<file path="src/rtl/dmem_lsu.sv">
// rtl/dmem_lsu.sv - data-memory load/store unit: req/gnt/rvalid bus master with load formatting
// Holds the pipeline via stall while a legal access is in flight; illegal accesses only raise fault.
module dmem_lsu (
   input  logic        Clock,
   input  logic        nReset,
   input  logic [31:0] addr,
   input  logic [31:0] wdata,
   input  logic [2:0]  funct3,
   input  logic        Rmem,
   input  logic        Wmem,
   output logic        bus_req,
   output logic        bus_we,
   output logic [31:0] bus_addr,
   output logic [3:0]  bus_be,
   output logic [31:0] bus_wdata,
   input  logic        bus_gnt,
   input  logic        bus_rvalid,
   input  logic [31:0] bus_rdata,
   output logic [31:0] memOut,
   output logic        stall,
   output logic        fault
);

   typedef enum logic [1:0] {IDLE, REQ, RESP, DONE} state_t;

   state_t      state;
   logic [2:0]  cap_funct3;
   logic [1:0]  cap_lo;
   logic        illegal;
   logic        start;
   logic [3:0]  be_next;
   logic [31:0] wdata_next;

   function automatic logic [31:0] fmt_load(input logic [2:0] f3, input logic [1:0] lo,
                                            input logic [31:0] d);
      logic [7:0]  b;
      logic [15:0] h;
      case (lo)
         2'd0:    b = d[7:0];
         2'd1:    b = d[15:8];
         2'd2:    b = d[23:16];
         default: b = d[31:24];
      endcase
      h = lo[1] ? d[31:16] : d[15:0];
      case (f3)
         3'b000:  fmt_load = {{24{b[7]}}, b};
         3'b100:  fmt_load = {24'b0, b};
         3'b001:  fmt_load = {{16{h[15]}}, h};
         3'b101:  fmt_load = {16'b0, h};
         default: fmt_load = d;
      endcase
   endfunction

   // Legality: stores allow only 000/001/010, loads additionally the unsigned 100/101.
   always_comb begin
      logic f3_ok;
      logic misalign;
      f3_ok    = 1'b0;
      misalign = 1'b0;
      if (Wmem)
         f3_ok = (funct3 == 3'b000) || (funct3 == 3'b001) || (funct3 == 3'b010);
      else
         f3_ok = (funct3 == 3'b000) || (funct3 == 3'b001) || (funct3 == 3'b010) ||
                 (funct3 == 3'b100) || (funct3 == 3'b101);
      if (funct3[1:0] == 2'b01)
         misalign = addr[0];
      else if (funct3[1:0] == 2'b10)
         misalign = (addr[1:0] != 2'b00);
      illegal = (Rmem & Wmem) | ~f3_ok | misalign;
      fault   = (state == IDLE) & (Rmem | Wmem) & illegal;
      start   = (state == IDLE) & (Rmem | Wmem) & ~illegal;
      stall   = start | (state == REQ) | (state == RESP);
   end

   always_comb begin
      be_next    = 4'b1111;
      wdata_next = wdata;
      if (Wmem) begin
         case (funct3[1:0])
            2'b00: begin
               be_next    = 4'b0001 << addr[1:0];
               wdata_next = {4{wdata[7:0]}};
            end
            2'b01: begin
               be_next    = addr[1] ? 4'b1100 : 4'b0011;
               wdata_next = {2{wdata[15:0]}};
            end
            default: begin
               be_next    = 4'b1111;
               wdata_next = wdata;
            end
         endcase
      end
   end

   always_ff @(posedge Clock or negedge nReset) begin
      if (!nReset) begin
         state      <= IDLE;
         bus_req    <= 1'b0;
         bus_we     <= 1'b0;
         bus_addr   <= 32'b0;
         bus_be     <= 4'b0;
         bus_wdata  <= 32'b0;
         memOut     <= 32'b0;
         cap_funct3 <= 3'b0;
         cap_lo     <= 2'b0;
      end else begin
         case (state)
            IDLE: begin
               if (start) begin
                  bus_req    <= 1'b1;
                  bus_we     <= Wmem;
                  bus_addr   <= {addr[31:2], 2'b00};
                  bus_be     <= be_next;
                  bus_wdata  <= wdata_next;
                  cap_funct3 <= funct3;
                  cap_lo     <= addr[1:0];
                  state      <= REQ;
               end
            end
            REQ: begin
               if (bus_gnt) begin
                  bus_req <= 1'b0;
                  state   <= bus_we ? DONE : RESP;
               end
            end
            RESP: begin
               if (bus_rvalid) begin
                  memOut <= fmt_load(cap_funct3, cap_lo, bus_rdata);
                  state  <= DONE;
               end
            end
            default: state <= IDLE;
         endcase
      end
   end

endmodule

</file>
<file path="config.mk">
export PLATFORM = sky130hd
export DESIGN_NAME = dmem_lsu
export DESIGN_NICKNAME = d
export VERILOG_FILES = /design/src/rtl/dmem_lsu.sv
export SDC_FILE = /design/constraint.sdc
export NUM_CORES = 1
export LEC_CHECK = 0
export ABC_CLOCK_PERIOD_IN_PS = 1900
export CORE_MARGIN = 5
export CORE_UTILIZATION = 39
export CTS_CLUSTER_DIAMETER = 50
export DETAILED_ROUTE_END_ITERATION = 12
export PLACE_DENSITY = 0.77
export SLEW_MARGIN = 20
export SYNTH_ARGS = -nofsm -noshare
export SYNTH_HDL_FRONTEND = slang
export SYNTH_SLANG_ARGS = --single-unit
</file>
<file path="constraint.sdc">
create_clock -name Clock -period 1.9 [get_ports Clock]
set_clock_uncertainty 0.05 [all_clocks]
set_input_delay 0.475 -clock Clock [delete_from_list [all_inputs] [get_ports Clock]]
set_output_delay 0.475 -clock Clock [all_outputs]
set_load 0.01 [all_outputs]
</file>
==> summary.txt <==
Clocking
  • Clock sinks: 107
  • Buffer levels on the longest clock path: 2
  • Clock tree from TritonCTS: yes
  • H-Tree Level Count: 3
  • Clock transition at the register clock pins on the worst setup and hold paths after CTS: 0.07 ns
  • Inserted Clock Buffers: 9
  • Clock Tree Root: sky130_fd_sc_hd__clkbuf_16
  • Clock network latency to the later pin of the worst-skew pair: 0.35 ns

GRT
  • Largest net degree at the start of global routing: 48
  • Global-route usage over all layers: 0.204
  • Antenna violations before repair: 1
  • Global-route wire length before repair: 23600 um
  • Final global-route overflow total: 0
  • Via count of the first global-routing pass: 4700

Die
  • Number of standard-cell rows in the floorplan: 41
  • Die X-Extent: 122 um
  • Initial core utilization: 0.393
  • Boundary Pins: 209
  • Core ar.: 12500 um^2
  • Die height: 122 um
  • Die area: 14900 um^2

Cells and area
  • Final #Nets: 786
  • Multi-input gate area in the final layout: 2060 um^2
  • Sequential cell area: 2680 um^2
  • Filler-free cell count of the finished design: 851
  • Proportion of layout cells with a drive suffix above 1: 0.191
  • Fillcell total: 1019
  • Growth of design area from synthesis to finish: 58.8%
  • Fraction of the core area covered by cells at the end of the flow: 0.625
  • Diode count: 0

Drt
  • Number of DRC violations after detailed-routing iteration 0: 363
  • Wirelength, routed: 15300 um
  • Routed wire per std cell: 18.0 um
  • Total via count after detailed routing: 4360
  • Drt first pass iters: 4
  • Final antenna-violating net count: 0
  • Drt via density: 5.12
  • Number of DRC violations after detailed routing: 0

Timing
  • Setup violations, final: 3
  • Final cycle utilization of the critical path: 1.02
  • WHS: 0.428 ns
  • Worst path setup slack after routing: -0.0458 ns
  • Max Fclk: 0.514 GHz
  • Number of hold violations in the final report: 0
  • Count of pins over their slew limit: 0
  • Tmin final: 1.95 ns
  • Setup repair after global routing missed its margin: true

Power
  • Sw Pwr: 0.00398 W
  • Portion of total power attributed to the clock network: 0.141
  • Total power per unit cell area: 1520 nW/um^2
  • Total chip power: 0.0118 W
  • Switching part of the total: 0.337
  • Internal power summed over all cells: 0.00783 W
  • Sequential power share: 0.346
  • Cell leakage power: 3.39 nW
  • Worst ir drop on vdd: 800 uV
  • Power share of the combinational group: 0.513

Placement
  • Number of input and output port buffers inserted: 206
  • Cells after DPL: 828
  • Detail Placement HPWL: 11400 um
  • Final estimated routing congestion in global placement: 0.917

Worst setup path
  • Launching point of the worst reg2reg path: state[0]$_DFFE_PN0P_
  • Setup crit start: state[0]$_DFFE_PN0P_
  • Type of origin of the critical path: flop
  • Largest fanout on the critical path: 2
  • Kind of end point of the critical path: primary output
  • Critical Path RT: 1.37 ns
  • Critical path arrival: 1.42 ns
  • Type of the setup path with the least slack: reg2out

Synthesis
  • Post-synth cell types: 35
  • Per-instance average area after synthesis: 11.1 um^2
  • Gate Count Post-Synth: 440
  • Flops & latches, synth: 107
  • Synthesized area: 4900 um^2
  • Synth Warn #: 0
  • Seq/Total Area, Yosys: 0.546

Worst hold path
  • Start point of the worst min-delay path: bus_be[3]$_DFFE_PN0P_
  • Worst Hold Class: reg2reg

Outcome
  • Outcome: complete, but fails checks
  • Violated checks: setup timing

Job
  • Max-capacitance violation count: 0
## power groups by stage
stage / clock [W] / sequential, W / combinational (W)
global route: 0.00181 / 0.00424 / 0.00655
detailed placement: 0 / 0.00410 / 0.00589
CTS: 0.00172 / 0.00409 / 0.00598
floorplan: 0 / 0.00452 / 0.00213
finish: 0.00167 / 0.00409 / 0.00607
global placement: 0 / 0.00405 / 0.00577
## critical path: stages, from the launching register on
cell and delay, ns:
sky130_fd_sc_hd__dfrtp_1 0.40, sky130_fd_sc_hd__inv_2 0.09, sky130_fd_sc_hd__ha_4 0.15, sky130_fd_sc_hd__o21ai_2 0.06, sky130_fd_sc_hd__nand4b_4 0.19, sky130_fd_sc_hd__nand2_2 0.09, sky130_fd_sc_hd__buf_6 0.10
## path summary, 6_finish.rpt
path | to | slack (ns) | depth (start not counted)
worst min register to register | bus_be[3]$_DFFE_PN0P_ | 0.43 | 1
min in group asynchronous | memOut[27]$_DFFE_PN0P_ | 0.55 | 2
max in group asynchronous | bus_req$_DFFE_PN0P_ | 0.70 | 3
worst max-delay path | stall | -0.05 | 6
worst max register to register | state[1]$_DFFE_PN0P_ | -0.01 | 8
worst min-delay path | bus_be[3]$_DFFE_PN0P_ | 0.43 | 1
## per-stage QoR
| step | setup WS (ns) | instance area (um^2) | setup TNS [ns] |
|---|---|---|---|
| global route | -0.120 | 7780 | -0.337 |
| global placement | -0.739 | 7380 | -36.52 |
| CTS | -0.0347 | 7660 | -0.392 |
| floorplan | 0.00112 | 4930 | 0 |
| detailed placement | -0.777 | 7380 | -41.33 |
| finish | -0.0458 | 7780 | -0.0529 |
## cells in the mapped netlist
cell,number,area [um^2]
sky130_fd_sc_hd__clkbuf_1,14,52.6
sky130_fd_sc_hd__mux4_2,1,22.5
sky130_fd_sc_hd__buf_2,7,35.0
sky130_fd_sc_hd__and2_1,1,6.26
sky130_fd_sc_hd__o21ai_1,1,5.00
sky130_fd_sc_hd__or3_1,2,12.5
sky130_fd_sc_hd__a21o_1,6,45.0
sky130_fd_sc_hd__a211o_1,1,8.76
sky130_fd_sc_hd__a21oi_1,44,220
sky130_fd_sc_hd__or3b_2,1,8.76
sky130_fd_sc_hd__buf_6,8,90.1
sky130_fd_sc_hd__nand4_1,1,6.26
sky130_fd_sc_hd__nand2_1,45,169
sky130_fd_sc_hd__ha_1,4,50.1
sky130_fd_sc_hd__nor2_1,47,176
sky130_fd_sc_hd__a31oi_1,1,6.26
sky130_fd_sc_hd__o21bai_1,1,7.51
sky130_fd_sc_hd__dfrtp_1,107,2680
sky130_fd_sc_hd__o31ai_1,2,15.0
sky130_fd_sc_hd__nor2b_1,3,18.8
sky130_fd_sc_hd__mux2_2,51,574
sky130_fd_sc_hd__nand3_1,4,20.0
sky130_fd_sc_hd__nand3b_1,8,60.1
sky130_fd_sc_hd__inv_1,6,22.5
sky130_fd_sc_hd__o21ai_0,27,135
sky130_fd_sc_hd__nand4b_2,1,15.0
sky130_fd_sc_hd__buf_4,2,15.0
sky130_fd_sc_hd__nand2b_1,4,25.0
sky130_fd_sc_hd__conb_1,1,3.75
sky130_fd_sc_hd__a211oi_2,1,12.5
sky130_fd_sc_hd__a221o_1,12,120
sky130_fd_sc_hd__a211oi_1,2,15.0
sky130_fd_sc_hd__a222oi_1,1,10.0
sky130_fd_sc_hd__mux2i_1,22,220
sky130_fd_sc_hd__o31ai_4,1,21.3
## placed cells by master, fill, tap and decap left out, types with 3 or more instances in the layout
master	synthesis	final
sky130_fd_sc_hd__nor2b_1	3	3
sky130_fd_sc_hd__dlygate4sd2_1	0	3
sky130_fd_sc_hd__o21ai_2	0	3
sky130_fd_sc_hd__buf_6	8	6
sky130_fd_sc_hd__a21o_1	6	6
sky130_fd_sc_hd__buf_4	2	36
sky130_fd_sc_hd__a21oi_1	44	44
sky130_fd_sc_hd__a221o_1	12	12
sky130_fd_sc_hd__buf_2	7	4
sky130_fd_sc_hd__nand3b_1	8	8
sky130_fd_sc_hd__nand2b_1	4	4
sky130_fd_sc_hd__nand2_1	45	44
sky130_fd_sc_hd__clkbuf_1	14	3
sky130_fd_sc_hd__mux2i_1	22	22
sky130_fd_sc_hd__nand3_1	4	4
sky130_fd_sc_hd__inv_1	6	4
sky130_fd_sc_hd__clkdlybuf4s50_1	0	196
sky130_fd_sc_hd__nor2_1	47	47
sky130_fd_sc_hd__buf_12	0	5
sky130_fd_sc_hd__clkbuf_16	0	11
sky130_fd_sc_hd__dfrtp_1	107	107
sky130_fd_sc_hd__o21ai_0	27	25
sky130_fd_sc_hd__mux2_2	51	49
## timing repair
item                                   in CTS  in global routing
buffers inserted                            2                  3
hold buffers                                1                  0
setup endpoints to repair                  68                 29
resized for setup                          34                  8
cloned                                      0                  4
endpoints found under the hold margin       6                  0
pin swaps                                   6                 11
## final cells by class
class,instances,area share
Clock buffer,13,0.0321
Inverter,6,0.00289
Multi-Input combinational cell,297,0.265
Sequential cell,107,0.344
Tap cell,172,0.0276
Timing Repair Buffer,256,0.329
## sequential cells by signal (all words and copies together) (netlist names)
name / cells
cap_funct3: 3
bus_req: 1
state: 2
bus_wdata: 32
bus_be: 4
bus_we: 1
cap_lo: 2
memOut: 32
bus_addr: 30
## per-layer routing
| metal | GRT usage | share of wire |
|---|---|---|
| met1 | 0.230 | 0.37 |
| met2 | 0.346 | 0.50 |
| met3 | 0.0757 | 0.11 |
| met4 | 0.0861 | 0.024 |
| met5 | 0 | 0.00059 |
## kinds of logic (layout without fill, tap and decap cells)
logic type                 after synthesis  count (layout)  synth area share
and+or+nand+nor                        117             117             0.106
adders and majority gates                4               4            0.0102
muxes                                   74              74             0.167
DFF                                    107             107             0.546
other                                    1               2          0.000765
buffers and inverters                   37             275            0.0439
AOI/OAI and AO/OA                      100             100             0.127
(Power assumes the default switching activity.)
